### config.mk
export PLATFORM = sky130hd
export DESIGN_NAME = ram_rom_param_flat
export DESIGN_NICKNAME = d
export VERILOG_FILES = /design/src/rtl/ram_rom_param_if.sv /design/src/rtl/ram_rom_param.sv /design/src/flat_wrapper.sv
export SDC_FILE = /design/constraint.sdc
export NUM_CORES = 1
export LEC_CHECK = 0
export BUFFER_PORTS_ARGS = -buffer_cell sky130_fd_sc_hd__buf_4
export CORE_MARGIN = 5
export CORE_UTILIZATION = 45
export DETAILED_ROUTE_END_ITERATION = 8
export GPL_TIMING_DRIVEN = 0
export PLACE_DENSITY = 0.66
export SETUP_SLACK_MARGIN = 0.15
export SLEW_MARGIN = 20
export SYNTH_ARGS = -nofsm -noshare
export SYNTH_HDL_FRONTEND = slang
export SYNTH_SLANG_ARGS = --single-unit
### constraint.sdc
create_clock -name clk -period 1.22 [get_ports clk]
set_input_delay 0.366 -clock clk [delete_from_list [all_inputs] [get_ports clk]]
set_output_delay 0.366 -clock clk [all_outputs]
set_load 0.02 [all_outputs]
### src/rtl/ram_rom_param_if.sv
`default_nettype none
// ============================================================================
//  Module   : ram_rom_param_if
//  Purpose  : Request/response bundle between a requester and ram_rom_param.
//  Revision : 1.0 - initial release
// ============================================================================
interface ram_rom_param_if #(
   parameter int DATA_W = 4,
   parameter int ADDR_W = 2
);
   logic              reinit;
   logic              req_valid;
   logic              req_ready;
   logic              req_we;
   logic [ADDR_W-1:0] req_addr;
   logic [DATA_W-1:0] req_wdata;
   logic              rsp_valid;
   logic [DATA_W-1:0] rsp_rdata;
   logic              rsp_err;
   logic              busy;

   modport master (
      output reinit, req_valid, req_we, req_addr, req_wdata,
      input  req_ready, rsp_valid, rsp_rdata, rsp_err, busy
   );

   modport slave (
      input  reinit, req_valid, req_we, req_addr, req_wdata,
      output req_ready, rsp_valid, rsp_rdata, rsp_err, busy
   );
endinterface
`default_nettype wire

### src/rtl/ram_rom_param.sv
`default_nettype none
// ============================================================================
//  Module   : ram_rom_param
//  Purpose  : Self-initialising synchronous memory, low region write-protected.
//  Revision : 1.0 - initial release
// ============================================================================
module ram_rom_param #(
   parameter int DATA_W    = 4,
   parameter int ADDR_W    = 2,
   parameter int ROM_LIMIT = 2,
   parameter int INIT_MODE = 2
) (
   input  wire logic       clk,
   input  wire logic       rst_n,
   ram_rom_param_if.slave  bus
);

   localparam int              c_depth     = 1 << ADDR_W;
   localparam logic [ADDR_W-1:0] c_last    = ADDR_W'(c_depth - 1);
   localparam logic [ADDR_W:0]   c_rom_lim = (ADDR_W+1)'(ROM_LIMIT);

   typedef enum logic [0:0] {
      ST_INIT = 1'b0,
      ST_IDLE = 1'b1
   } state_t;

   state_t            r_state;
   state_t            w_state_nxt;
   logic [ADDR_W-1:0] r_cnt;
   logic [ADDR_W-1:0] w_cnt_nxt;

   logic [DATA_W-1:0] r_mem [c_depth];

   logic              w_accept;
   logic              w_prot;
   logic [DATA_W-1:0] w_init;
   logic              w_mem_we;
   logic [ADDR_W-1:0] w_mem_addr;
   logic [DATA_W-1:0] w_mem_wdata;

   logic              r_rsp_valid;
   logic [DATA_W-1:0] r_rsp_rdata;
   logic              r_rsp_err;

   // Init content for the word currently addressed by the init counter
   if (INIT_MODE == 0) begin : g_init_zero
      assign w_init = '0;
   end else if (INIT_MODE == 1) begin : g_init_index
      assign w_init = DATA_W'(r_cnt);
   end else begin : g_init_legacy
      logic [1:0] w_sel;
      logic [3:0] w_tab;
      assign w_sel = 2'(r_cnt);
      always_comb begin
         w_tab = 4'h4;
         case (w_sel)
            2'd0:    w_tab = 4'h4;
            2'd1:    w_tab = 4'hC;
            2'd2:    w_tab = 4'h6;
            default: w_tab = 4'h7;
         endcase
      end
      assign w_init = DATA_W'(w_tab);
   end

   always_ff @(posedge clk or negedge rst_n) begin
      if (!rst_n) begin
         r_state <= ST_INIT;
         r_cnt   <= '0;
      end else begin
         r_state <= w_state_nxt;
         r_cnt   <= w_cnt_nxt;
      end
   end

   always_comb begin
      w_state_nxt   = r_state;
      w_cnt_nxt     = r_cnt;
      bus.busy      = 1'b0;
      bus.req_ready = 1'b0;
      case (r_state)
         ST_INIT: begin
            bus.busy  = 1'b1;
            w_cnt_nxt = r_cnt + 1'b1;
            if (r_cnt == c_last) begin
               w_state_nxt = ST_IDLE;
               w_cnt_nxt   = '0;
            end
         end
         default: begin
            bus.req_ready = !bus.reinit;
            if (bus.reinit) begin
               w_state_nxt = ST_INIT;
               w_cnt_nxt   = '0;
            end
         end
      endcase
   end

   assign w_accept = bus.req_valid && bus.req_ready;
   assign w_prot   = {1'b0, bus.req_addr} < c_rom_lim;

   // Init writes ignore protection so the ROM region gets its content
   always_comb begin
      w_mem_we    = 1'b0;
      w_mem_addr  = bus.req_addr;
      w_mem_wdata = bus.req_wdata;
      if (r_state == ST_INIT) begin
         w_mem_we    = 1'b1;
         w_mem_addr  = r_cnt;
         w_mem_wdata = w_init;
      end else if (w_accept && bus.req_we && !w_prot) begin
         w_mem_we    = 1'b1;
      end
   end

   always_ff @(posedge clk) begin
      if (w_mem_we) begin
         r_mem[w_mem_addr] <= w_mem_wdata;
      end
   end

   // Read-before-write: the response carries the word as it was at accept
   always_ff @(posedge clk or negedge rst_n) begin
      if (!rst_n) begin
         r_rsp_valid <= 1'b0;
         r_rsp_rdata <= '0;
         r_rsp_err   <= 1'b0;
      end else begin
         r_rsp_valid <= w_accept;
         if (w_accept) begin
            r_rsp_rdata <= r_mem[bus.req_addr];
            r_rsp_err   <= bus.req_we && w_prot;
         end
      end
   end

   assign bus.rsp_valid = r_rsp_valid;
   assign bus.rsp_rdata = r_rsp_rdata;
   assign bus.rsp_err   = r_rsp_err;

endmodule
`default_nettype wire

### src/flat_wrapper.sv
// flat-port wrapper written by rule: the top's interface ports become plain ports
module ram_rom_param_flat 
#(
   parameter int DATA_W    = 4,
   parameter int ADDR_W    = 2,
   parameter int ROM_LIMIT = 2,
   parameter int INIT_MODE = 2
)
  (clk, rst_n, bus_reinit, bus_req_valid, bus_req_we, bus_req_addr, bus_req_wdata, bus_req_ready, bus_rsp_valid, bus_rsp_rdata, bus_rsp_err, bus_busy);
  ram_rom_param_if #(.DATA_W(DATA_W), .ADDR_W(ADDR_W)) bus_i ();
  input  wire logic clk;
  input  wire logic rst_n;
  input wire logic [$bits(bus_i.reinit)-1:0] bus_reinit;
  input wire logic [$bits(bus_i.req_valid)-1:0] bus_req_valid;
  input wire logic [$bits(bus_i.req_we)-1:0] bus_req_we;
  input wire logic [$bits(bus_i.req_addr)-1:0] bus_req_addr;
  input wire logic [$bits(bus_i.req_wdata)-1:0] bus_req_wdata;
  output wire logic [$bits(bus_i.req_ready)-1:0] bus_req_ready;
  output wire logic [$bits(bus_i.rsp_valid)-1:0] bus_rsp_valid;
  output wire logic [$bits(bus_i.rsp_rdata)-1:0] bus_rsp_rdata;
  output wire logic [$bits(bus_i.rsp_err)-1:0] bus_rsp_err;
  output wire logic [$bits(bus_i.busy)-1:0] bus_busy;
  assign bus_i.reinit = bus_reinit;
  assign bus_i.req_valid = bus_req_valid;
  assign bus_i.req_we = bus_req_we;
  assign bus_i.req_addr = bus_req_addr;
  assign bus_i.req_wdata = bus_req_wdata;
  assign bus_req_ready = bus_i.req_ready;
  assign bus_rsp_valid = bus_i.rsp_valid;
  assign bus_rsp_rdata = bus_i.rsp_rdata;
  assign bus_rsp_err = bus_i.rsp_err;
  assign bus_busy = bus_i.busy;
  ram_rom_param #(.DATA_W(DATA_W), .ADDR_W(ADDR_W), .ROM_LIMIT(ROM_LIMIT), .INIT_MODE(INIT_MODE)) u_core (.clk(clk), .rst_n(rst_n), .bus(bus_i));
endmodule
==> out/results.tsv <==
stage	metric	value	unit
power	clock share of power	9.8	%
yosys	Synth Area in Compound Gates	3.71	%
yosys	Synth Instances	63	
clock_network	clk_lat worst skew	0.31	ns
timing	WHS	0.245	ns
yosys	Cell variety after synth	22	
final_layout	multi-input logic area	457	µm²
clock_network	CTS HTree Levels	1	
timing	actual slew at the worst max-slew pin	0.278	ns
clock_network	Max Buffers Root-to-Sink	2	
critical_path	FF-to-FF Start	u_core.r_state$_DFF_PN0_	
timing	FMAX	0.723	GHz
yosys	post-synthesis xor/xnor area fraction	0	%
yosys	largest family of logic cells by synthesized area	multiplexers	
detailed_routing	routed wl met2	1140	µm
critical_path	CP Cell Sequence	nor2b_4 -> buf_6	
detailed_routing	max layer used	met4	
timing	Final Max Tran Viols	0	
place	# placed instances	108	
clock_network	Root Buffer	clkbuf_4	
yosys	Area contributors post-synth	edfxtp_1, dfrtp_1, mux4_2	
yosys	Synth Flop Type	edfxtp_1	
place	buffers added on ports	17	
detailed_routing	wire length on met1	858	µm
detailed_routing	post-route ant nets	0	
power	leakage	0.649	nW
final_layout	share of cells above drive strength 1	64.6	%
timing	post-route clock period utilization	113	%
die	# rows	17	
timing	Fin. Hold Viols	0	
die	DIE HEIGHT	59.0	µm
detailed_routing	drt wl/cell	16.8	µm
clock_network	TritonCTS Buffers	3	
final_layout	Fillers	158	
timing	setup ws final	-0.164	ns
global_routing	GRT Resource Usage Total	13.6	%
final_layout	post-layout util	69.2	%
clock_network	clock transition at the registers of the reported paths	0.14	ns
final_layout	register area	708	µm²
die	die area	3480	µm²
yosys	Seq cells post-synth	25	
die	Core ar.	2250	µm²
die	Initial Util	47.8	%
power	PwrDens	2400	nW/µm²
yosys	asr flop ratio synth	36.0	%
detailed_routing	DR iter-0 viols	14	
critical_path	crit path from	u_core.r_state$_DFF_PN0_	
final_layout	Finished Layout Cells	124	
detailed_routing	routed vias	639	
detailed_routing	Remaining DRCs	0	
yosys	fraction of the mapped netlist area in simple logic gates	6.03	%
run	maxcap violations	0	
timing	post-layout min period	1.38	ns
critical_path	crit path DAT	1.02	ns
yosys	syn avg cell area	17.1	µm²
yosys	mux contribution to synthesized area	18.1	%
yosys	Ys Warns	0	
yosys	list of most frequent post-synthesis cells	edfxtp_1, dfrtp_1	
detailed_routing	vias per cell	5.15	
detailed_routing	drt first pass iters	5	
timing	Slew headroom	81.5	%
timing	clock skew	0.00870	ns
place	Routability Congestion	0.684	
timing	RSZ-0062 raised after global routing	true	
hold_path	HP Class	input port to flop	
die	I/O pins	19	
power	Flop pwr share	43.1	%
hold_path	HP Start	bus_reinit	
die	Die W	59.0	µm
global_routing	vias in the first global route	674	
clock_network	clock sink count	25	
yosys	syn_nets	77	
critical_path	WP data required	0.85	ns
clock_network	CTS tree	yes	
yosys	Post-Synth Adder-Cell Area	3.48	%
power	maximum vdd drop	1.56	mV
final_layout	ant diodes	0	
critical_path	Crit path largest cell delay	0.41	ns
status	outcome	finished with violations	
yosys	cell taking the most area after synthesis	edfxtp_1	
critical_path	startpoint types	flop	
global_routing	largest net degree at the start of global routing	14	
power	Power Internal	2.55	mW
power	switching share of power	31.7	%
global_routing	grt ovf	0	
global_routing	initial antenna violation count	0	
final_layout	area grow syn2layout	44.7	%
yosys	EDFF count, synth	16	
detailed_routing	wire length on met3	80	µm
timing	Final setup viols	35	
critical_path	Critical Path Fanout Max	4	
final_layout	NumNets Final	111	
detailed_routing	DRT Wirelength	2090	µm
status	failing checks	negative setup slack	
global_routing	first-pass GRT wire length	3340	µm
yosys	post-synthesis sequential area ratio	65.4	%
power	switching power	1.19	mW
critical_path	Crit. End Element	output port	
yosys	share of the synthesized area in the top cell type	44.5	%
yosys	top-count cell post-synth	edfxtp_1	
power	Comb power frac	47.1	%
critical_path	critical path type	flop to output port	
critical_path	slowest stage cell, crit path	dfrtp_1	
yosys	post-synthesis instance area	1080	µm²
## cell usage in the layout, fill, tap and decap left out, types with 3 or more instances in the layout
cell type,n
buf_4,19
buf_6,9
clkbuf_4,3
dfrtp_1,7
edfxtp_1,16
mux2_4,8
mux4_2,4
## worst max-delay path, delay by kind of cell (launching register included)
kind | cells | cell delay, ns
DFF | 1 | 0.41
and+or+nand+nor | 1 | 0.17
buffers and inverters | 1 | 0.12
## cell type report
type	instances	share of cell area, %
sequential	25	45.4
multi-input combinational	31	29.3
timing repair buffer	29	17.6
buffer	3	2.65
tap	28	2.25
clock buffer	4	1.68
inverter	4	1.12
## final timing paths
path | endpoint | slack [ns] | cells after the start
setup / recovery | bus_req_ready | -0.16 | 2
hold / removal | u_core.g_init_legacy.w_sel[1]$_DFFE_PN0P_ | 0.24 | 2
setup reg to reg | u_core.r_mem[2][2]$_DFFE_PP_ | -0.12 | 4
hold reg to reg | u_core.bus.rsp_rdata[2]$_DFFE_PN0P_ | 0.56 | 1
max in group asynchronous | u_core.g_init_legacy.w_sel[1]$_DFFE_PN0P_ | 0.65 | 2
min in group asynchronous | u_core.bus.rsp_rdata[0]$_DFFE_PN0P_ | 0.41 | 2
## state kept, by name, summed over array words and instances (netlist names)
register / cells
u_core.bus.rsp_err: 1
u_core.bus.rsp_rdata: 4
u_core.bus.rsp_valid: 1
u_core.g_init_legacy.w_sel: 2
u_core.r_mem: 16
u_core.r_state: 1
## power groups by stage
stage / registers, mW / clock network (mW) / logic, mW
4_1_cts: 1.61 / 0.381 / 1.71
3_3_place_gp: 1.59 / 0 / 1.17
2_1_floorplan: 1.67 / 0 / 0.745
5_1_grt: 1.66 / 0.413 / 1.88
6_report: 1.61 / 0.365 / 1.76
3_5_place_dp: 1.61 / 0 / 1.21
## routing by layer
metal,vias up,GRT usage (%)
li1,308,-
met1,313,16.4
met2,16,23.5
met3,2,2.63
met4,0,5.83
met5,-,0
## metrics by stage
step                worst slack [ns]  total power [mW]  setup TNS [ns]  cell area [µm²]
floorplan                    -0.0985              2.41          -0.891             1140
global placement              -0.330              2.76           -3.27             1300
detailed placement            -0.339              2.82           -3.71             1300
CTS                           -0.162              3.70           -1.58             1540
global route                  -0.231              3.95           -3.55             1560
finish                        -0.164              3.74           -1.80             1560
## cell families (layout without fill, tap and decap cells)
family / count (synthesis) / count (layout)
buffers and inverters: 7 / 40
AO/OA/AOI/OAI: 5 / 5
flip-flops: 25 / 25
AND/OR/NAND/NOR: 11 / 11
adder cells (fa/ha/maj): 3 / 3
multiplexers: 12 / 12
## repair_timing
item,in CTS,in global routing
hold buffers,1,0
cloned,1,0
pin swaps,6,2
endpoints found under the hold margin,9,0
gates resized for setup,21,3
setup buffers,9,1
setup endpoints to repair,42,47
(Power assumes the default switching activity.)
